[src/rtl/complex_fu_wb_pipe_pkg.sv]
// Shared widths, flag positions and payload sizing for the complex-ALU writeback pipe.
package complex_fu_wb_pipe_pkg;

   localparam int SIZE_DATA       = 32;
   localparam int EXECUTION_FLAGS = 6;
   localparam int PHY_TAG_W       = 7;
   localparam int AL_ID_W         = 7;

   localparam int FLAG_EXECUTED   = 0;
   localparam int FLAG_EXCEPTION  = 1;
   localparam int FLAG_MISPREDICT = 2;

   typedef struct packed {
      logic [2*SIZE_DATA-1:0]     result;
      logic [EXECUTION_FLAGS-1:0] flags;
      logic [PHY_TAG_W-1:0]       dest_tag;
      logic [AL_ID_W-1:0]         al_id;
   } wb_payload_t;

   function automatic int payload_w(input int data_w, input int flag_w,
                                    input int tag_w, input int al_w);
      return 2*data_w + flag_w + tag_w + al_w;
   endfunction

endpackage

[src/rtl/complex_fu_wb_pipe_if.sv]
// Issue-side and writeback-side signal bundle of the complex-ALU result pipe.
interface complex_fu_wb_pipe_if #(
   parameter int DATA_W = complex_fu_wb_pipe_pkg::SIZE_DATA,
   parameter int FLAG_W = complex_fu_wb_pipe_pkg::EXECUTION_FLAGS,
   parameter int TAG_W  = complex_fu_wb_pipe_pkg::PHY_TAG_W,
   parameter int AL_W   = complex_fu_wb_pipe_pkg::AL_ID_W
);
   logic                flush_i;
   logic                in_valid_i;
   logic                in_ready_o;
   logic [2*DATA_W-1:0] result_i;
   logic [FLAG_W-1:0]   flags_i;
   logic [TAG_W-1:0]    dest_tag_i;
   logic [AL_W-1:0]     al_id_i;
   logic                out_valid_o;
   logic                out_ready_i;
   logic [2*DATA_W-1:0] out_result_o;
   logic [FLAG_W-1:0]   out_flags_o;
   logic [TAG_W-1:0]    out_dest_tag_o;
   logic [AL_W-1:0]     out_al_id_o;
   logic                busy_o;

   modport master (
      output flush_i, in_valid_i, result_i, flags_i, dest_tag_i, al_id_i, out_ready_i,
      input  in_ready_o, out_valid_o, out_result_o, out_flags_o, out_dest_tag_o,
             out_al_id_o, busy_o
   );

   modport slave (
      input  flush_i, in_valid_i, result_i, flags_i, dest_tag_i, al_id_i, out_ready_i,
      output in_ready_o, out_valid_o, out_result_o, out_flags_o, out_dest_tag_o,
             out_al_id_o, busy_o
   );
endinterface

[src/rtl/complex_fu_wb_pipe_fifo.sv]
// In-order output buffer; full/empty come from index pointers plus a wrap bit, so any depth works.
module complex_wb_fifo #(
   parameter int W     = 84,
   parameter int DEPTH = 4
) (
   input  logic         clk,
   input  logic         rst,
   input  logic         flush,
   input  logic         push,
   input  logic [W-1:0] din,
   input  logic         pop,
   output logic [W-1:0] dout,
   output logic         empty
);
   import complex_fu_wb_pipe_pkg::*;

   localparam int AW = (DEPTH > 1) ? $clog2(DEPTH) : 1;

   logic [W-1:0]  r_mem [DEPTH];
   logic [AW-1:0] r_wr_idx, r_rd_idx;
   logic          r_wr_wrap, r_rd_wrap;
   logic          w_full;
   logic          w_pop;

   // Index wraps at DEPTH-1 rather than at a power of two; the wrap bit toggles instead.
   function automatic logic [AW:0] ptr_next(input logic wrap, input logic [AW-1:0] idx);
      if (idx == AW'(DEPTH-1)) return {~wrap, {AW{1'b0}}};
      else                     return {wrap, idx + AW'(1)};
   endfunction

   assign empty  = (r_wr_idx == r_rd_idx) && (r_wr_wrap == r_rd_wrap);
   assign w_full = (r_wr_idx == r_rd_idx) && (r_wr_wrap != r_rd_wrap);
   assign w_pop  = pop & ~empty;
   assign dout   = empty ? '0 : r_mem[r_rd_idx];

   always_ff @(posedge clk) begin
      if (push) r_mem[r_wr_idx] <= din;
   end

   always_ff @(posedge clk) begin
      if (rst || flush) begin
         r_wr_idx  <= '0;
         r_wr_wrap <= 1'b0;
         r_rd_idx  <= '0;
         r_rd_wrap <= 1'b0;
      end else begin
         if (push)  {r_wr_wrap, r_wr_idx} <= ptr_next(r_wr_wrap, r_wr_idx);
         if (w_pop) {r_rd_wrap, r_rd_idx} <= ptr_next(r_rd_wrap, r_rd_idx);
      end
   end

   a_no_overflow: assert property (@(posedge clk) disable iff (rst || flush)
                                   push |-> (!w_full || w_pop));

endmodule

[src/rtl/complex_fu_wb_pipe.sv]
// Fixed-latency delay line for complex-ALU results feeding a credit-protected writeback buffer.
module complex_fu_wb_pipe
   import complex_fu_wb_pipe_pkg::*;
#(
   parameter int LAT        = 3,
   parameter int FIFO_DEPTH = 4,
   parameter int DATA_W     = SIZE_DATA,
   parameter int FLAG_W     = EXECUTION_FLAGS,
   parameter int TAG_W      = PHY_TAG_W,
   parameter int AL_W       = AL_ID_W
) (
   input logic               clk,
   input logic               reset,
   complex_fu_wb_pipe_if.slave bus
);
   localparam int PW = payload_w(DATA_W, FLAG_W, TAG_W, AL_W);
   localparam int OW = $clog2(FIFO_DEPTH + 1);

   logic [PW-1:0] w_in_pay, w_push_pay, w_head_pay;
   logic          w_accept, w_fire, w_push, w_empty, w_out_valid, w_in_ready;
   logic          w_kill;
   logic [OW-1:0] r_occ;

   assign w_kill      = reset | bus.flush_i;
   assign w_in_pay    = {bus.result_i, bus.flags_i, bus.dest_tag_i, bus.al_id_i};
   assign w_in_ready  = (r_occ < OW'(FIFO_DEPTH));
   assign w_out_valid = ~w_empty;
   assign w_accept    = bus.in_valid_i & w_in_ready;
   assign w_fire      = w_out_valid & bus.out_ready_i;

   // Stage p0 captures the accepted op; the last stage feeds the buffer.
   if (LAT > 1) begin : g_pipe
      logic          r_vld_p [LAT-1];
      logic [PW-1:0] r_pay_p [LAT-1];

      always_ff @(posedge clk) begin
         if (w_kill) begin
            for (int i = 0; i < LAT-1; i++) r_vld_p[i] <= 1'b0;
         end else begin
            r_vld_p[0] <= w_accept;
            for (int i = 1; i < LAT-1; i++) r_vld_p[i] <= r_vld_p[i-1];
         end
      end

      always_ff @(posedge clk) begin
         r_pay_p[0] <= w_in_pay;
         for (int i = 1; i < LAT-1; i++) r_pay_p[i] <= r_pay_p[i-1];
      end

      assign w_push     = r_vld_p[LAT-2];
      assign w_push_pay = r_pay_p[LAT-2];
   end else begin : g_nopipe
      assign w_push     = w_accept;
      assign w_push_pay = w_in_pay;
   end

   // Credit count covers pipe plus buffer, so an accepted op always has a slot waiting.
   always_ff @(posedge clk) begin
      if (w_kill) begin
         r_occ <= '0;
      end else begin
         case ({w_accept, w_fire})
            2'b10:   r_occ <= r_occ + OW'(1);
            2'b01:   r_occ <= r_occ - OW'(1);
            default: r_occ <= r_occ;
         endcase
      end
   end

   complex_wb_fifo #(
      .W     (PW),
      .DEPTH (FIFO_DEPTH)
   ) u_fifo (
      .clk   (clk),
      .rst   (reset),
      .flush (bus.flush_i),
      .push  (w_push),
      .din   (w_push_pay),
      .pop   (w_fire),
      .dout  (w_head_pay),
      .empty (w_empty)
   );

   assign bus.in_ready_o  = w_in_ready;
   assign bus.out_valid_o = w_out_valid;
   assign bus.busy_o      = (r_occ != '0);
   assign {bus.out_result_o, bus.out_flags_o, bus.out_dest_tag_o, bus.out_al_id_o} = w_head_pay;

endmodule

[src/flat_wrapper.sv]
// flat-port wrapper written by rule: the top's interface ports become plain ports
module complex_fu_wb_pipe_flat import complex_fu_wb_pipe_pkg::*;
#(
   parameter int LAT        = 3,
   parameter int FIFO_DEPTH = 4,
   parameter int DATA_W     = SIZE_DATA,
   parameter int FLAG_W     = EXECUTION_FLAGS,
   parameter int TAG_W      = PHY_TAG_W,
   parameter int AL_W       = AL_ID_W
)
  (clk, reset, bus_flush_i, bus_in_valid_i, bus_result_i, bus_flags_i, bus_dest_tag_i, bus_al_id_i, bus_out_ready_i, bus_in_ready_o, bus_out_valid_o, bus_out_result_o, bus_out_flags_o, bus_out_dest_tag_o, bus_out_al_id_o, bus_busy_o);
  complex_fu_wb_pipe_if #(.DATA_W(DATA_W), .FLAG_W(FLAG_W), .TAG_W(TAG_W), .AL_W(AL_W)) bus_i ();
  input logic clk;
  input logic reset;
  input wire logic [$bits(bus_i.flush_i)-1:0] bus_flush_i;
  input wire logic [$bits(bus_i.in_valid_i)-1:0] bus_in_valid_i;
  input wire logic [$bits(bus_i.result_i)-1:0] bus_result_i;
  input wire logic [$bits(bus_i.flags_i)-1:0] bus_flags_i;
  input wire logic [$bits(bus_i.dest_tag_i)-1:0] bus_dest_tag_i;
  input wire logic [$bits(bus_i.al_id_i)-1:0] bus_al_id_i;
  input wire logic [$bits(bus_i.out_ready_i)-1:0] bus_out_ready_i;
  output wire logic [$bits(bus_i.in_ready_o)-1:0] bus_in_ready_o;
  output wire logic [$bits(bus_i.out_valid_o)-1:0] bus_out_valid_o;
  output wire logic [$bits(bus_i.out_result_o)-1:0] bus_out_result_o;
  output wire logic [$bits(bus_i.out_flags_o)-1:0] bus_out_flags_o;
  output wire logic [$bits(bus_i.out_dest_tag_o)-1:0] bus_out_dest_tag_o;
  output wire logic [$bits(bus_i.out_al_id_o)-1:0] bus_out_al_id_o;
  output wire logic [$bits(bus_i.busy_o)-1:0] bus_busy_o;
  assign bus_i.flush_i = bus_flush_i;
  assign bus_i.in_valid_i = bus_in_valid_i;
  assign bus_i.result_i = bus_result_i;
  assign bus_i.flags_i = bus_flags_i;
  assign bus_i.dest_tag_i = bus_dest_tag_i;
  assign bus_i.al_id_i = bus_al_id_i;
  assign bus_i.out_ready_i = bus_out_ready_i;
  assign bus_in_ready_o = bus_i.in_ready_o;
  assign bus_out_valid_o = bus_i.out_valid_o;
  assign bus_out_result_o = bus_i.out_result_o;
  assign bus_out_flags_o = bus_i.out_flags_o;
  assign bus_out_dest_tag_o = bus_i.out_dest_tag_o;
  assign bus_out_al_id_o = bus_i.out_al_id_o;
  assign bus_busy_o = bus_i.busy_o;
  complex_fu_wb_pipe #(.LAT(LAT), .FIFO_DEPTH(FIFO_DEPTH), .DATA_W(DATA_W), .FLAG_W(FLAG_W), .TAG_W(TAG_W), .AL_W(AL_W)) u_core (.clk(clk), .reset(reset), .bus(bus_i));
endmodule
[config.mk]
export PLATFORM = sky130hd
export DESIGN_NAME = complex_fu_wb_pipe_flat
export DESIGN_NICKNAME = d
export VERILOG_FILES = /design/src/rtl/complex_fu_wb_pipe_pkg.sv /design/src/rtl/complex_fu_wb_pipe_if.sv /design/src/rtl/complex_fu_wb_pipe_fifo.sv /design/src/rtl/complex_fu_wb_pipe.sv /design/src/flat_wrapper.sv
export SDC_FILE = /design/constraint.sdc
export NUM_CORES = 1
export LEC_CHECK = 0
export CAP_MARGIN = 30
export CORE_ASPECT_RATIO = 1.25
export CORE_MARGIN = 2
export CORE_UTILIZATION = 35
export DETAILED_ROUTE_END_ITERATION = 10
export MAX_ROUTING_LAYER = met4
export PLACE_DENSITY_LB_ADDON = 0.12
export RECOVER_POWER = 50
export SLEW_MARGIN = 20
export SYNTH_ARGS = -nofsm -noshare
export SYNTH_HDL_FRONTEND = slang
export SYNTH_SLANG_ARGS = --single-unit
[constraint.sdc]
create_clock -name clk -period 4.1 [get_ports clk]
set_clock_uncertainty 0.15 [all_clocks]
set_input_delay 0.615 -clock clk [delete_from_list [all_inputs] [get_ports clk]]
set_output_delay 0.615 -clock clk [all_outputs]
set_load 0.05 [all_outputs]
==> summary.md <==
| Metric | Value |
|---|---|
| Routed via count | `7,455` |
| Syn. warnings | `0` |
| H-tree lvl count | `2` |
| Post-Layout Cell Count | `between 1.5k and 2k` |
| Buf/Inv on CP | `2` |
| Fmax | `0.266 GHz` |
| Worst setup EP type | `output pin` |
| Post-CTS Resized | `0` |
| Post-route clock period utilization | `approximately nine tenths` |
| Maximum fanout along the worst path | `25` |
| Vias in the first global route | `about 8k` |
| Cell depth of the worst flop-to-flop path | `10` |
| Initial antenna violation count | `2` |
| Port bufs | `175` |
| Total congestion overflow | `0` |
| Layout area overhead | `25.9%` |
| Worst EP required | `between 3 and 4 ns` |
| Width of the die | `~200 um` |
| CTS sink cnt | `around 520` |
| TritonCTS clock tree | `yes` |
| Cells after DPL | `between 1.5k and 2k` |
| Clk_lat worst skew | `~0.58 ns` |
| Fillers | `about 4.1k` |
| Crit Path Category | `flip-flop to output pin` |
| Setup Viol. Count Final | `0` |
| Io pins | `between 150 and 200` |
| Startpoint types | `flip-flop` |
| First-pass GRT wire length | `roughly 48 mm` |
| Clock root buffer | `clkbuf_16` |
| CTS max path bufs | `3` |
| WHS Endpoint | `u_core.g_pipe.r_pay_p[0][166]` |
| Worst reg-to-reg setup slack | `between 1 and 1.5 ns` |
| Netlist cell types | `34` |
| Cells after synthesis | `776` |
| Max-Cap Viols | `0` |
| Met1 Wirelength | `around 13 mm` |
| Worst vdd ir | `0.000295 V` |
| # rows | `between 80 and 90` |
| Worst relative slew slack | `48.1%` |
| Slew @ Worst Pin | `between 0.7 and 0.8 ns` |
| Pins Over Slew Limit | `0` |
| Die Area | `49,900 um^2` |
| Pleak | `about 7.0 nW` |
| Die Span Y | `approximately 250 um` |
| Total power | `about 0.011 W` |
| Crit-path cells | `buf_12 -> mux4_2 -> nor2b_1 -> clkdlybuf4s50_1` |
| Netlist Area Pre-Place | `16,800 um^2` |
| Synth Net Count | `872` |
| Commonest non-fill, non-tap cell in the layout | `edfxtp_1` |
| Routed Wire Length | `roughly 32 mm` |
| Register bit total from synthesis | `around 520` |
| Final Core Density | `between 40% and 50%` |
| Setup repair bufs after CTS | `0` |
| Critical path's largest stage delay | `0.71 ns` |
| Crit path DAT | `about 3 ns` |
| Sequential-to-total area share from yosys stat | `just over 80%` |
| FF+latch area | `13,700 um^2` |
| Number of buffers created by CTS | `52` |
| DR WL/cell | `about 19 um` |
| Area of the core | `47,300 um^2` |
| Min Tclk post-route | `roughly 3.8 ns` |
| Dpl hpwl | `approximately 18 mm` |
| Commonest non-fill, non-tap cells in the layout | `edfxtp_1, dfxtp_1, clkdlybuf4s50_1, mux4_2, dlygate4sd3_1` |
| FF-to-FF Start | `u_core.u_fifo.r_wr_idx[0]` |
| Vias per std cell | `4.47` |
| Pin count of the biggest net entering global routing | `87` |
| Nets | `1,085` |
| Drt first pass iters | `4` |
| Critical Path Slowest Stage Cell | `clkdlybuf4s50_1` |
| Highest routed layer | `met4` |
| Gpl congestion | `0.687` |
| Initial Util | `~36%` |
| Mapped Avg Cell Area | `about 22 um^2` |
| Hold WS | `roughly 0.17 ns` |
| Footprint of the multi-input gates | `about 2900 um^2` |
| Hold depth | `0` |
| Cell family with most CP delay | `buffers and inverters` |
| Status | `finished, final reports clean` |
| Post-cts hold buffer count | `0` |
| Final hold vios | `0` |
| Drc violations | `0` |
| Iteration-0 DRC Markers | `approximately 260` |
| Routed wl met2 | `~16 mm` |
| RSZ-0062 raised after global routing | `no` |
| Min-Delay Path Class | `flip-flop to flip-flop` |
| Clock-pin slew on the worst setup and hold paths | `0.06 ns` |
| Setup_tns | `0 ns` |
| Share of layout cells above drive strength 1 | `between 10% and 20%` |
| Gr usage total | `about an eighth` |
| PD cells | `between 500 and 600 nW/um^2` |
| Met3 Wirelength | `1.44 mm` |
| R2R Path End | `u_core.r_occ[2]` |
| HP Start | `u_core.g_pipe.r_pay_p[0][82]` |
| Routed Antenna Nets | `0` |
==> logic make-up after synthesis <==
logic type	synth area share, %
AND/OR/NAND/NOR	4.27
buffers and inverters	1.52
flip-flops	81.5
multiplexers	11.3
AO/OA/AOI/OAI	0.424
XOR/XNOR	0.409
adder cells (fa/ha/maj)	0.565
==> stage by stage <==
step	area (um^2)	setup WS, ns
floorplan	16800	0.887
global placement	19400	0.872
detailed placement	19400	0.849
CTS	21200	0.221
global route	21200	0.169
finish	21200	0.342
==> state kept, by name (all words and copies together) (netlist names), named ones only <==
register and cells:
u_core.u_fifo.r_mem 336, u_core.g_pipe.r_pay_p 168, u_core.r_occ 3, u_core.g_pipe.r_vld_p 2, u_core.u_fifo.r_rd_idx 2, u_core.u_fifo.r_wr_idx 2, u_core.u_fifo.r_rd_wrap 1, u_core.u_fifo.r_wr_wrap 1
==> power by group <==
group          internal (W)  switching [W]  leakage (nW)  total, W
logic              0.000145       0.000149          1.56  0.000294
registers           0.00564      0.0000578          4.55   0.00570
clock network       0.00301        0.00189         0.855   0.00489
total               0.00879        0.00209          6.96    0.0109
==> how the worst max path moves through the flow <==
| stage | endpoint | startpoint | cells past startpoint | slack [ns] |
|---|---|---|---|---|
| floorplan | u_core.u_fifo.r_mem[3][0] | u_core.u_fifo.r_wr_idx[1] | 2 | 0.89 |
| global placement | bus_out_result_o[51] | flip-flop | 4 | 0.87 |
| detailed placement | bus_out_result_o[51] | flip-flop | 4 | 0.85 |
| CTS | bus_out_result_o[51] | flip-flop | 4 | 0.22 |
| global route | bus_out_result_o[51] | flip-flop | 4 | 0.17 |
| finish | bus_out_result_o[51] | flip-flop | 4 | 0.34 |
==> cell type report <==
type | count | area share [%]
flip-flops and latches | 517 | 64.8
multi-input cells | 220 | 13.6
repair buffers | 187 | 9.29
clock buffers | 75 | 6.79
well taps | 637 | 3.76
clock inverters | 21 | 1.62
inverters | 11 | 0.195
diodes | 1 | 0.0118
==> synth_stat cells (all sizes together) <==
master / n / area, um^2
nand3: 2 / 10.0
mux4: 84 / 1890
xor2: 5 / 51.3
mux2i: 1 / 10.0
nor2: 8 / 30.0
and3: 1 / 6.26
o211a: 1 / 10.0
dfxtp: 181 / 3620
a31oi: 2 / 12.5
edfxtp: 336 / 10100
xnor2: 2 / 17.5
inv: 11 / 41.3
o211ai: 1 / 7.51
nand2: 2 / 7.51
fa: 1 / 20.0
nor4: 2 / 12.5
a211oi: 1 / 7.51
a21oi: 3 / 15.0
clkbuf: 4 / 15.0
or3: 3 / 18.8
or2: 1 / 6.26
ha: 6 / 75.1
and2: 4 / 25.0
nor2b: 85 / 587
nor3: 2 / 15.0
o21ai: 2 / 10.0
buf: 24 / 200
o2111ai: 1 / 8.76
==> metal layers <==
metal  GRT usage (%)  up-vias
li1                -     3414
met1            15.3     3825
met2            22.6      152
met3            3.14       64
met4            3.94        0
met5               -        -
No activity file was read; power rests on OpenSTA's default activity.
